## src/rtl/array_ctrl_pkg.sv

```systemverilog
// Shared types and constants for the register-array access controller.
package array_ctrl_pkg;

  localparam int unsigned DEF_WIDTH = 8;
  localparam int unsigned DEF_DEPTH = 4;

  localparam int unsigned REQ_A = 0;
  localparam int unsigned REQ_B = 1;

  typedef enum logic {
    ST_CLEAR = 1'b0,
    ST_SERVE = 1'b1
  } ctrl_state_e;

endpackage

```

## src/rtl/rr_arbiter2.sv

```systemverilog
// Two-way round-robin arbiter: combinational grant, pointer flips to the other side after any grant.
// Zero latency; a grant is only issued while enable is high.
module rr_arbiter2
  import array_ctrl_pkg::*;
(
  input  logic       clk,
  input  logic       rst_n,
  input  logic [1:0] req,
  input  logic       enable,
  output logic [1:0] grant
);

  logic ptr_q;
  logic ptr_d;

  always_comb begin
    grant = 2'b00;
    if (enable) begin
      if (&req) begin
        grant = ptr_q ? 2'b10 : 2'b01;
      end else begin
        grant = req;
      end
    end
  end

  always_comb begin
    ptr_d = ptr_q;
    if (grant[REQ_A]) begin
      ptr_d = 1'b1;
    end else if (grant[REQ_B]) begin
      ptr_d = 1'b0;
    end
  end

  always_ff @(posedge clk or negedge rst_n) begin
    if (!rst_n) begin
      ptr_q <= 1'b0;
    end else begin
      ptr_q <= ptr_d;
    end
  end

endmodule

```

## src/rtl/array_access_ctrl.sv

```systemverilog
// Shares the array's single read and write ports between requesters A and B, and zero-fills the array after reset or on request.
// Read data returns one cycle after the grant; ready is withheld during a clear.
module array_access_ctrl
  import array_ctrl_pkg::*;
#(
  parameter int unsigned WIDTH  = DEF_WIDTH,
  parameter int unsigned DEPTH  = DEF_DEPTH,
  parameter int unsigned ADDR_W = $clog2(DEPTH)
) (
  input  logic              clk,
  input  logic              rst_n,
  input  logic              clear_start,
  output logic              clear_busy,
  input  logic              a_valid,
  output logic              a_ready,
  input  logic              a_we,
  input  logic [ADDR_W-1:0] a_addr,
  input  logic [WIDTH-1:0]  a_wdata,
  output logic              a_rvalid,
  output logic [WIDTH-1:0]  a_rdata,
  input  logic              b_valid,
  output logic              b_ready,
  input  logic              b_we,
  input  logic [ADDR_W-1:0] b_addr,
  input  logic [WIDTH-1:0]  b_wdata,
  output logic              b_rvalid,
  output logic [WIDTH-1:0]  b_rdata,
  output logic              mem_write_en,
  output logic [ADDR_W-1:0] mem_write_addr,
  output logic [WIDTH-1:0]  mem_write_data,
  output logic [ADDR_W-1:0] mem_read_addr,
  input  logic [WIDTH-1:0]  mem_read_data
);

  localparam logic [ADDR_W-1:0] LAST_ADDR = ADDR_W'(DEPTH - 1);

  ctrl_state_e       state_q, state_d;
  logic [ADDR_W-1:0] cnt_q, cnt_d;
  logic [1:0]        grant;
  logic              arb_en;
  logic              a_rd_fire, b_rd_fire;
  logic              a_rvalid_q, b_rvalid_q;
  logic [WIDTH-1:0]  a_rdata_q, b_rdata_q;

  // clear_start pre-empts arbitration for the cycle it is seen in SERVE
  assign arb_en = (state_q == ST_SERVE) && !clear_start;

  rr_arbiter2 u_arb (
    .clk    (clk),
    .rst_n  (rst_n),
    .req    ({b_valid, a_valid}),
    .enable (arb_en),
    .grant  (grant)
  );

  assign a_ready    = grant[REQ_A];
  assign b_ready    = grant[REQ_B];
  assign a_rd_fire  = grant[REQ_A] && !a_we;
  assign b_rd_fire  = grant[REQ_B] && !b_we;
  assign clear_busy = (state_q == ST_CLEAR);

  always_comb begin
    state_d        = state_q;
    cnt_d          = cnt_q;
    mem_write_en   = 1'b0;
    mem_write_addr = '0;
    mem_write_data = '0;
    mem_read_addr  = '0;
    case (state_q)
      ST_CLEAR: begin
        mem_write_en   = 1'b1;
        mem_write_addr = cnt_q;
        cnt_d          = cnt_q + ADDR_W'(1);
        if (cnt_q == LAST_ADDR) begin
          state_d = ST_SERVE;
        end
      end
      default: begin
        if (clear_start) begin
          state_d = ST_CLEAR;
          cnt_d   = '0;
        end else if (grant[REQ_A]) begin
          if (a_we) begin
            mem_write_en   = 1'b1;
            mem_write_addr = a_addr;
            mem_write_data = a_wdata;
          end else begin
            mem_read_addr = a_addr;
          end
        end else if (grant[REQ_B]) begin
          if (b_we) begin
            mem_write_en   = 1'b1;
            mem_write_addr = b_addr;
            mem_write_data = b_wdata;
          end else begin
            mem_read_addr = b_addr;
          end
        end
      end
    endcase
  end

  always_ff @(posedge clk or negedge rst_n) begin
    if (!rst_n) begin
      state_q    <= ST_CLEAR;
      cnt_q      <= '0;
      a_rvalid_q <= 1'b0;
      b_rvalid_q <= 1'b0;
      a_rdata_q  <= '0;
      b_rdata_q  <= '0;
    end else begin
      state_q    <= state_d;
      cnt_q      <= cnt_d;
      a_rvalid_q <= a_rd_fire;
      b_rvalid_q <= b_rd_fire;
      if (a_rd_fire) begin
        a_rdata_q <= mem_read_data;
      end
      if (b_rd_fire) begin
        b_rdata_q <= mem_read_data;
      end
    end
  end

  assign a_rvalid = a_rvalid_q;
  assign b_rvalid = b_rvalid_q;
  assign a_rdata  = a_rdata_q;
  assign b_rdata  = b_rdata_q;

endmodule

```

## config.mk

```make
export PLATFORM = sky130hd
export DESIGN_NAME = array_access_ctrl
export DESIGN_NICKNAME = d
export VERILOG_FILES = /design/src/rtl/array_ctrl_pkg.sv /design/src/rtl/rr_arbiter2.sv /design/src/rtl/array_access_ctrl.sv
export SDC_FILE = /design/constraint.sdc
export NUM_CORES = 1
export LEC_CHECK = 0
export CORE_MARGIN = 5
export CORE_UTILIZATION = 33
export DETAILED_ROUTE_END_ITERATION = 8
export GPL_TIMING_DRIVEN = 1
export PLACE_DENSITY = 0.74
export SLEW_MARGIN = 0
export SYNTH_ARGS = -nofsm -noshare
export SYNTH_HDL_FRONTEND = slang
export SYNTH_SLANG_ARGS = --single-unit
```

## constraint.sdc

```tcl
create_clock -name clk -period 1.7 [get_ports clk]
set_input_delay 0.34 -clock clk [delete_from_list [all_inputs] [get_ports clk]]
set_output_delay 0.34 -clock clk [all_outputs]
set_load 0.05 [all_outputs]
```

==> impl_metrics.py <==
metrics = {
    "outcome": {
        "run_status": "complete, but fails checks",
        "violations": "negative setup slack",
    },
    "finish": {
        "antenna_cells": 0,
        "fill_cells": 223,
        "drive_above_1_share": 0.6158,
        "nNetsFinal": 227,
        "syn2layout_area_growth_pct": 131.1,
        "final_area_mm2": 0.002539,
        "final_cell_mix": "37 x buf_4, 30 x clkdlybuf4s50_1, 20 x dfrtp_1",
        "final_common_cell": "buf_4",
    },
    "clock_network": {
        "clk_root_buffer_cell": "clkbuf_4",
        "path_clk_slew_ns": 0.12,
        "htreeDepth": 1,
        "cts.path.max_buffers": 2,
        "numCtsBuffers": 3,
        "clock-sinks": 22,
        "tritoncts": "done",
        "clock_latency_ns": 0.31,
        "holdBufCountCts": 0,
    },
    "placed_design": {
        "io_buffers": 68,
        "finalWeightedCongestion": 0.6995,
        "placedInstanceArea_mm2": 0.002171,
        "dp_hpwl_um": 2939,
    },
    "power_and_ir_drop": {
        "p_sw_frac": 0.4483,
        "combPwrFrac": 0.658,
        "power.total_mw": 3.830,
        "peakVddDrop_v": 0.0006061,
        "p_int_mw": 2.113,
        "p_leak_nw": 1.145,
        "power.density_mw_per_mm2": 1509,
        "power_frac_clock": 0.102,
        "power.switching_mw": 1.717,
        "pwr-share-seq": 0.240,
    },
    "floorplanning": {
        "dieArea_mm2": 0.004583,
        "rows": 21,
        "initial_core_util": 0.3345,
        "die_h_um": 67.70,
        "io_pins": 69,
        "die_w_um": 67.70,
        "core_mm2": 0.003284,
    },
    "timing": {
        "slew_headroom": 0.7370,
        "tns_ns": -4.658,
        "hold_violations": 0,
        "tightest_slew_ns": 0.3930,
        "fmax_ghz": 0.4877,
        "rsz0062_at_grt": "yes",
        "setup_ws_ns": -0.3502,
        "period_share": 1.206,
        "setup_viol": 23,
        "finalMaxSlewViolations": 0,
        "clock_skew_ns": 0.009876,
        "fin_crit_ns": 2.050,
    },
    "yosys": {
        "synthFlopType": "dfrtp_1",
        "synthArstFlopShare": 1.000,
        "ys_ff_latch": 22,
        "yosysUniqueCellTypes": 28,
        "synth.avg_cell_area_um2": 12.07,
        "syn_nets": 127,
        "seq_area_frac_synth": 0.5011,
        "synth_edf_count": 0,
        "synth.cell_area_mm2": 0.001099,
        "yosys_warnings": 0,
        "synthCells": 91,
    },
    "detailed_routing": {
        "dr.first_iter.drc_count": 24,
        "drt-vias-per-instance": 4.911,
        "wl_per_cell_um": 18.06,
        "dr.pass1.iters": 4,
        "drc": 0,
        "vias": 1159,
        "drt-total-wl_um": 4263,
        "drtAntennaViolNets": 0,
    },
    "worst_hold_path": {
        "min_path_type": "in -> async",
    },
    "global_route": {
        "grt_max_degree": 23,
        "grt_pass1_vias": 1252,
        "antenna_found_initial": 0,
        "grt_usage": 0.1812,
        "grt_pass1_wl_um": 6106,
        "gr-total-overflow": 0,
    },
    "worst_setup_path": {
        "start_kind": "flip-flop",
        "required_ns": 1.36,
        "crit_fanout": 3,
        "worstSetupPathType": "reg -> out",
        "critPathCaptureType": "primary output",
        "arrival_ns": 1.71,
    },
    "flow_run": {
        "drv_cap": 0,
    },
}
-- routing by layer --
layer	up-vias	wire, um	GRT usage
li1	534	-	-
met1	561	1440	0.1711
met2	58	2360	0.3657
met3	6	380	0.05158
met4	0	80	0.05570
met5	-	0	0
-- layout make-up --
| cell class | count | area, um2 | share of cell area |
|---|---|---|---|
| inverters | 2 | 13.76 | 0.005421 |
| clock buffers | 3 | 22.52 | 0.008871 |
| repair buffers | 97 | 1064 | 0.4189 |
| clock inverters | 1 | 30.03 | 0.01183 |
| flip-flops and latches | 22 | 553.0 | 0.2178 |
| multi-input cells | 65 | 798.3 | 0.3144 |
| well taps | 46 | 57.56 | 0.02267 |
-- power by group through the flow --
stage	sequential, mW	clock (mW)	combinational (mW)
after floorplan	1.54	0	0.711
after global placement	0.902	0	2.20
after detailed placement	0.913	0	2.24
after CTS	0.918	0.399	2.37
after global routing	0.947	0.430	2.62
final	0.919	0.392	2.52
-- flip-flops by register name (all words and copies together) (netlist names) --
signal	count
a_rvalid	1
u_arb.ptr_q	1
b_rdata	8
b_rvalid	1
state_q	1
a_rdata	8
cnt_q	2
-- through the flow --
stage / utilization / std cells / setup slack, ns / hold slack, ns
5_1_grt: 0.7730 / 236 / -0.4232 / 0.3535
3_3_place_gp: 0.6610 / 219 / -0.4809 / 0.4916
3_5_place_dp: 0.6610 / 219 / -0.5160 / 0.4970
2_1_floorplan: - / 91 / -0.1292 / 0.04441
6_report: 0.7730 / 236 / -0.3502 / 0.3676
4_1_cts: 0.7299 / 227 / -0.3731 / 0.3627
-- kinds of logic (layout without fill, tap and decap cells) --
kind of cell | after synthesis | count (layout) | synth area share
and+or+nand+nor | 27 | 27 | 0.1321
DFF | 22 | 22 | 0.5011
buffers and inverters | 4 | 103 | 0.02620
AOI/OAI and AO/OA | 21 | 21 | 0.1447
adders and majority gates | 1 | 1 | 0.01139
muxes | 16 | 16 | 0.1845
-- final timing paths --
| path | startpoint | to | slack (ns) | cells after the start |
|---|---|---|---|---|
| hold / removal | rst_n | a_rdata[6] | 0.37 | 2 |
| setup reg to reg | state_q | b_rdata[2] | -0.07 | 6 |
| max in group asynchronous | rst_n | u_arb.ptr_q | 1.10 | 2 |
| setup / recovery | u_arb.ptr_q | mem_read_addr[0] | -0.35 | 5 |
| hold reg to reg | b_rdata[5] | b_rdata[5] | 0.52 | 1 |
| min in group clk | a_valid | u_arb.ptr_q | 0.51 | 3 |
-- cell usage after synthesis (2+ instances only) --
cell type | n | area [um2]
mux2_4 | 6 | 90.09
mux2_2 | 10 | 112.6
nor2_1 | 2 | 7.510
o21ai_0 | 2 | 10.01
nand3_1 | 5 | 25.02
a21oi_1 | 6 | 30.03
a221o_1 | 2 | 20.02
dfrtp_1 | 22 | 550.5
a22o_1 | 6 | 52.55
nand2b_1 | 2 | 12.51
nand2_1 | 7 | 26.28
nor2b_1 | 4 | 25.02
nor3_1 | 2 | 10.01
-- what timing repair did --
item,CTS,global route
cloned,0,1
buffers inserted,7,10
pin swaps,16,9
resized for setup,35,14
setup endpoints to repair,31,28
-- critical path, cell delays in order, from the launching register on --
cell and delay, ns:
dfrtp_2 0.45, a21bo_4 0.22, or3_4 0.38, inv_4 0.08
a22o_4 0.14, buf_12 0.13
(Power assumes the default switching activity.)
